## config.mk

```make
export PLATFORM = sky130hd
export DESIGN_NAME = piradip_spi_bit_engine
export DESIGN_NICKNAME = d
export VERILOG_FILES = /design/src/rtl/piradip_spi_bit_engine.sv
export SDC_FILE = /design/constraint.sdc
export NUM_CORES = 1
export LEC_CHECK = 0
export CORE_MARGIN = 4
export CORE_UTILIZATION = 30
export CTS_BUF_LIST = sky130_fd_sc_hd__clkbuf_4
export CTS_CLUSTER_DIAMETER = 80
export DETAILED_ROUTE_END_ITERATION = 6
export GPL_ROUTABILITY_DRIVEN = 0
export PLACE_DENSITY_LB_ADDON = 0.3
export SLEW_MARGIN = 25
export SYNTH_ARGS = -nofsm -noshare
export SYNTH_HDL_FRONTEND = slang
export SYNTH_SLANG_ARGS = --single-unit
export TNS_END_PERCENT = 1
```

## constraint.sdc

```tcl
create_clock -name clk -period 5.47 [get_ports clk]
set_input_delay 0.8205 -clock clk [delete_from_list [all_inputs] [get_ports clk]]
set_output_delay 0.8205 -clock clk [all_outputs]
set_load 0.005 [all_outputs]
```

## src/rtl/piradip_spi_bit_engine.sv

```systemverilog
// SPI bit-serial engine: one transfer per command, MOSI/MISO exchanged as single-bit
// valid/ready streams, with programmable SCLK half-period and CPOL/CPHA mode.
module piradip_spi_bit_engine #(
    parameter int DIV_WIDTH = 8,
    parameter int LEN_WIDTH = 16
) (
    input  logic                 clk,
    input  logic                 rstn,
    input  logic                 cfg_cpol,
    input  logic                 cfg_cpha,
    input  logic [DIV_WIDTH-1:0] cfg_div,
    input  logic                 cmd_valid,
    output logic                 cmd_ready,
    input  logic [LEN_WIDTH-1:0] cmd_len,
    input  logic                 tx_bit_valid,
    input  logic                 tx_bit_data,
    output logic                 tx_bit_ready,
    output logic                 rx_bit_valid,
    output logic                 rx_bit_data,
    input  logic                 rx_bit_ready,
    output logic                 align,
    output logic                 done,
    output logic                 busy,
    output logic                 sclk,
    output logic                 mosi,
    output logic                 csn,
    input  logic                 miso
);

    // state | meaning: IDLE accept cmd | SETUP csn lead | WAIT next tx bit |
    // PHASE_A/B sclk half-periods | HOLD csn lag | DONE end pulse
    typedef enum logic [2:0] {
        ST_IDLE,
        ST_SETUP,
        ST_WAIT,
        ST_PHASE_A,
        ST_PHASE_B,
        ST_HOLD,
        ST_DONE
    } state_t;

    localparam logic [LEN_WIDTH-1:0] LEN_ZERO = '0;
    localparam logic [LEN_WIDTH-1:0] LEN_ONE  = LEN_WIDTH'(1);
    localparam logic [DIV_WIDTH-1:0] DIV_ZERO = '0;
    localparam logic [DIV_WIDTH-1:0] DIV_ONE  = DIV_WIDTH'(1);

    state_t               state;
    logic                 cpol_q;
    logic                 cpha_q;
    logic [DIV_WIDTH-1:0] div_q;
    logic [DIV_WIDTH-1:0] div_cnt;
    logic [LEN_WIDTH-1:0] bits_left;
    logic                 div_tc;
    logic                 tx_fire;
    logic                 rx_fire;

    // Ready is held low for the whole reset so nothing is accepted before release.
    assign cmd_ready    = (state == ST_IDLE) && rstn;
    assign busy         = (state != ST_IDLE);
    assign tx_bit_ready = (state == ST_WAIT) && (!rx_bit_valid || rx_bit_ready);
    assign tx_fire      = tx_bit_valid && tx_bit_ready;
    assign rx_fire      = rx_bit_valid && rx_bit_ready;
    assign div_tc       = (div_cnt == DIV_ZERO);

    always_ff @(posedge clk or negedge rstn) begin
        if (!rstn) begin
            state        <= ST_IDLE;
            cpol_q       <= 1'b0;
            cpha_q       <= 1'b0;
            div_q        <= DIV_ZERO;
            div_cnt      <= DIV_ZERO;
            bits_left    <= LEN_ZERO;
            sclk         <= 1'b0;
            mosi         <= 1'b0;
            csn          <= 1'b1;
            rx_bit_valid <= 1'b0;
            rx_bit_data  <= 1'b0;
            align        <= 1'b0;
            done         <= 1'b0;
        end else begin
            align <= 1'b0;
            done  <= 1'b0;
            if (rx_fire) begin
                rx_bit_valid <= 1'b0;
            end

            case (state)
                ST_IDLE: begin
                    sclk <= cfg_cpol;
                    mosi <= 1'b0;
                    csn  <= 1'b1;
                    if (cmd_valid && cmd_ready) begin
                        cpol_q    <= cfg_cpol;
                        cpha_q    <= cfg_cpha;
                        div_q     <= cfg_div;
                        div_cnt   <= cfg_div;
                        bits_left <= cmd_len;
                        if (cmd_len == LEN_ZERO) begin
                            state <= ST_DONE;
                            align <= 1'b1;
                            done  <= 1'b1;
                        end else begin
                            state <= ST_SETUP;
                            csn   <= 1'b0;
                        end
                    end
                end

                ST_SETUP: begin
                    if (div_tc) begin
                        state <= ST_WAIT;
                    end else begin
                        div_cnt <= div_cnt - DIV_ONE;
                    end
                end

                ST_WAIT: begin
                    if (tx_fire) begin
                        mosi    <= tx_bit_data;
                        sclk    <= cpol_q ^ cpha_q;
                        div_cnt <= div_q;
                        state   <= ST_PHASE_A;
                    end
                end

                ST_PHASE_A: begin
                    if (div_tc) begin
                        rx_bit_data  <= miso;
                        rx_bit_valid <= 1'b1;
                        sclk         <= ~(cpol_q ^ cpha_q);
                        div_cnt      <= div_q;
                        state        <= ST_PHASE_B;
                    end else begin
                        div_cnt <= div_cnt - DIV_ONE;
                    end
                end

                ST_PHASE_B: begin
                    if (div_tc) begin
                        sclk      <= cpol_q;
                        div_cnt   <= div_q;
                        bits_left <= bits_left - LEN_ONE;
                        state     <= (bits_left == LEN_ONE) ? ST_HOLD : ST_WAIT;
                    end else begin
                        div_cnt <= div_cnt - DIV_ONE;
                    end
                end

                ST_HOLD: begin
                    if (div_tc) begin
                        csn   <= 1'b1;
                        align <= 1'b1;
                        done  <= 1'b1;
                        state <= ST_DONE;
                    end else begin
                        div_cnt <= div_cnt - DIV_ONE;
                    end
                end

                ST_DONE: begin
                    sclk  <= cfg_cpol;
                    mosi  <= 1'b0;
                    state <= ST_IDLE;
                end

                default: begin
                    state <= ST_IDLE;
                end
            endcase
        end
    end

endmodule

```

# Yosys cells after proc, flatten, opt, wreduce, memory -nomap -nowiden
# Cells that the tools add are included.
[totals]
memories = 0
ff_bits = 43
romBits = 0
latchBits = 0
ramBits = 0
input_bits = 33
[classes]
muxes = 33
magnitude_cmp = 0
n_bitwise = 2
mul = 0
reduce_logical = 27
n_addsub = 2
shift = 0
eq_ne = 14
n_div = 0
[ops]
columns = ["op", "n"]
rows = [
  ["2-to-1 mux 16 bit", 2],
  ["2-to-1 mux 8 bit", 4],
  ["one-hot mux 16 bit (2 select lines)", 1],
  ["one-hot mux 8 bit (4 select lines)", 1],
  ["2-to-1 mux 3 bit", 8],
  ["one-hot mux 3 bit (6 select lines)", 1],
  ["== test 16 x 1 -> 1 bit, second input constant", 1],
  ["logical NOT 16 bit", 1],
  ["subtractor 16 x 1 -> 16 bit, second input constant", 1],
  ["2-to-1 mux 1 bit", 12],
  ["!= test 2 bit, second input constant", 6],
  ["== test 3 bit, second input constant", 3],
  ["logical NOT 8 bit", 1],
  ["AND reduction 2 bit", 4],
  ["AND reduction 4 bit", 2],
  ["nonzero test 4 bit", 2],
  ["subtractor 8 x 1 -> 8 bit, second input constant", 1],
  ["== test 3 x 2 -> 1 bit, second input constant", 2],
  ["one-hot mux 1 bit (2 select lines)", 3],
  ["AND reduction 6 bit", 1],
  ["nonzero test 2 bit", 3],
  ["OR reduction 2 bit", 3],
  ["logical AND 1 bit", 5],
  ["one-hot mux 1 bit (4 select lines)", 1],
  ["other kinds (9)", 9],
]

# Depth between registers and ports, before layout
[depth]
depth_word = 6
ltp_mapped = 9
depth_no_buf = 7

# Worst setup path after synthesis
# No wires, ideal clock.
[synth_path]
path_kind = "input-to-output"
startpoint = "input port rx_bit_ready"
endpoint = "output port tx_bit_ready"
arrival_time_ps = 1189
slack_ps = 3461
path_buffers = 0
t_required_ps = 4649
stages = 2
path_cell_list = "nand2b_1 > and3_1"
[synth_via]
elab_chain_len = 2
[synth_rtl]
columns = ["item", "line", "source"]
rows = [
  ["from (decl)", "20", "input logic rx_bit_ready,"],
  ["logical OR 1 bit", "60", "assign tx_bit_ready = (state == ST_WAIT) && (!rx_bit_valid || rx_bit_ready);"],
  ["logical AND 1 bit", "60", ""],
  ["to (decl)", "17", "output logic tx_bit_ready,"],
]
# No other way between the ends.

# Worst setup path in the final report
[layout_path]
startpoint = "register state[2]"
endpoint = "output port tx_bit_ready"
[layout_via]
elab_chain_len = 2
[layout_rtl]
columns = ["item", "line", "source"]
rows = [
  ["from (decl)", "47", "state_t state;"],
  ["from (signal assigned)", "143", "state <= (bits_left == LEN_ONE) ? ST_HOLD : ST_WAIT;"],
  ["== test 3 x 2 -> 1 bit", "60", ""],
  ["logical AND 1 bit", "60", ""],
]
# No other way between the ends.

==> impl_metrics.py <==
metrics = {
    "cts": {
        "cts_tree": "yes",
        "cts_resized": 0,
        "clkTransAtPathRegs_ns": 0.13,
        "postCtsSetupBuffers": 0,
        "cts_num_sinks": 43,
        "hold_buffers": 0,
        "root_buffer": "clkbuf_4",
        "max-clock-path-buffers": 2,
        "clk_latency_ns": 0.36,
        "cts_buffers": 5,
        "htree_num_levels": 2,
    },
    "sta": {
        "max_slew_margin": 0.3914,
        "tightest_slew_ns": 0.9129,
        "finalSetupTns_ns": 0,
        "max_freq_mhz": 317.2,
        "finalCritPeriodShare": 0.5763,
        "final-setup-viol-count": 0,
        "period_needed_ns": 3.152,
        "finClkSkew_ns": 0.008951,
        "finalHoldViolations": 0,
        "rsz0062_at_grt": "false",
        "setup_ws_ns": 2.318,
        "drv_slew": 0,
    },
    "finish": {
        "fillers": 997,
        "drive_gt1_frac": 0.07323,
        "synthToLayoutAreaGrowth_pct": 18.96,
        "fin_cells": 526,
        "nets": 432,
    },
    "pwr": {
        "finalPower_uw": 1720,
        "clockPowerShare": 0.089,
        "p_per_area_mw_per_mm2": 494.7,
        "p_leak_uw": 0.001380,
        "p_sw_frac": 0.4691,
        "peakVddDrop_uv": 153.5,
        "internal_power_uw": 913.1,
        "switching_power_uw": 806.9,
        "power_frac_seq": 0.362,
        "p_comb_frac": 0.549,
    },
    "placed_design": {
        "dpl_worst_slack_ns": 2.431,
        "dp.cells": 518,
        "portBuffers": 42,
        "dp_hpwl_microns": 6083,
    },
    "logic_synthesis": {
        "synth_top_area_cell": "dfrtp_1",
        "yosys_warnings": 0,
        "synth.area.top_cells": "dfrtp_1, nand2_1, a21oi_1",
        "syn_nets": 400,
        "synthArstFlopShare": 1.000,
        "synth_top_area_share": 0.3596,
        "syn_inst": 364,
        "synth_cell_types": 62,
        "avgSynthCellArea_sq_um": 8.030,
        "synthFlopType": "dfrtp_1",
        "synthTopCellsByCount": "nand2_1, dfrtp_1, nor2_1, a21oi_1, o21ai_0",
        "synth-edff-count": 0,
        "yosys.cell_count.top_type": "nand2_1",
        "yosysSeqAreaShare": 0.3686,
        "syn_area_sq_mm": 0.002923,
        "ys_ff_latch": 43,
    },
    "routing": {
        "routedWlPerCell_microns": 16.31,
        "met2_length_microns": 4010,
        "drc": 0,
        "drt_iter0_drc": 203,
        "vias_per_cell": 5.449,
        "wl_met3_microns": 449,
        "ant_nets": 0,
        "wl_met1_microns": 4023,
        "dr.max_layer_used": "met4",
        "finalWirelength_microns": 8580,
        "num_vias": 2866,
        "drtPass1Iterations": 4,
    },
    "floorplanning": {
        "die_area_sq_mm": 0.01139,
        "die_y_microns": 106.7,
        "core_area_sq_mm": 0.009371,
        "initial_utilization": 0.3119,
        "fp-row-count": 35,
        "die_x_microns": 106.7,
        "io_pins": 43,
    },
    "critical_path": {
        "r2r_start": "state[2]",
        "crit_end": "tx_bit_ready",
        "cp_top_family": "simple AND/OR/NAND/NOR gates",
        "rrSetupSlack_ns": 2.66,
        "rr_worst_depth": 6,
        "r2r-end": "bits_left[1]",
        "worstSetupStartpoint": "state[2]",
        "worstSetupEndpointType": "output port",
        "path_depth": 3,
        "worstSetupStartpointType": "register",
        "cpMaxStageDelayCell": "dfrtp_1",
        "path_cells": "nor2_1, and3_1, clkdlybuf4s50_1",
        "max_stage_delay_ns": 0.68,
        "critPathBufInv": 1,
        "arrival_ns": 2.33,
        "critPathMaxFanout": 24,
        "worstPathRequired_ns": 4.65,
        "crit_type": "register to output port",
    },
    "global_routing": {
        "grt_pass1_wl_microns": 14490,
        "grt_max_degree": 36,
        "grt_usage": 0.1567,
        "overflow": 0,
        "antenna_found_initial": 1,
        "grt_pass1_vias": 2791,
    },
    "hold_path": {
        "hp-class": "input port to async pin",
    },
    "outcome": {
        "run_status": "complete, no violations",
    },
    "flow_run": {
        "drv_cap": 0,
    },
}
## worst register-to-register path, cell delays in order (launching register included)
cell and delay, ns:
dfrtp_1 0.68, nor3_2 0.44, inv_1 0.17, nor2_1 0.68, a21oi_2 0.34, a211oi_1 0.31
a21oi_1 0.06
## cells in the final DEF, fill, tap and decap left out, types with 7 or more instances in the layout
master / count
dfrtp_1: 42
nand3_1: 10
o21ai_0: 27
inv_1: 10
clkdlybuf4s50_1: 41
nand2b_1: 7
nor4_1: 9
a21oi_1: 33
nand2_1: 54
nor2_1: 39
## power groups by stage
stage / combinational [uW] / sequential [uW] / clock [uW]
floorplan: 706 / 589 / 0
global placement: 921 / 621 / 0
detailed placement: 938 / 626 / 0
CTS: 943 / 620 / 160
global route: 1070 / 651 / 174
finish: 944 / 622 / 153
## registers in the layout, indices dropped and copies added, names as in the netlist
name	cells
bits_left	16
rx_bit_valid	1
div_cnt	8
done	1
state	3
mosi	1
cpol_q	1
cpha_q	1
csn	1
sclk	1
div_q	8
rx_bit_data	1
## routing by layer
metal / vias to the layer above / track usage
met4: 0 / 0.05114
li1: 1397 / -
met2: 82 / 0.2352
met5: - / 0
met3: 7 / 0.02830
met1: 1380 / 0.2270
## per-stage QoR
stage	utilization	area [sq um]	hold slack, ns
2_1_floorplan	-	2923	0.4465
3_3_place_gp	0.3658	3428	0.4802
3_5_place_dp	0.3658	3428	0.4828
4_1_cts	0.3708	3475	0.3442
5_1_grt	0.3710	3477	0.3448
6_report	0.3710	3477	0.3547
## worst min-delay path by stage
stage | start | end | slack, ns
after floorplan | div_q[5] | div_q[5] | 0.45
after detailed placement | div_q[5] | div_q[5] | 0.48
after global placement | csn | csn | 0.48
after global routing | rstn | div_cnt[0] | 0.34
final | rstn | div_cnt[3] | 0.35
after CTS | rstn | div_cnt[0] | 0.34
## cell type report
type                    count  area [sq um]  area share
diodes                      1         2.502   0.0007197
flip-flops and latches     43          1077      0.3098
repair buffers             47         452.9      0.1303
clock buffers               5         37.54     0.01080
clock inverters             2         8.758    0.002519
well taps                 129         161.4     0.04642
multi-input cells         288          1695      0.4876
inverters                  11         41.29     0.01187
## logic make-up after synthesis
family,share of synthesized area
flip-flops,0.3686
AO/OA/AOI/OAI,0.2757
adder cells (fa/ha/maj),0.01627
XOR/XNOR,0.005994
AND/OR/NAND/NOR,0.2641
multiplexers,0.01798
buffers and inverters,0.05137
Note: power is estimated with default switching activity, not from simulation.
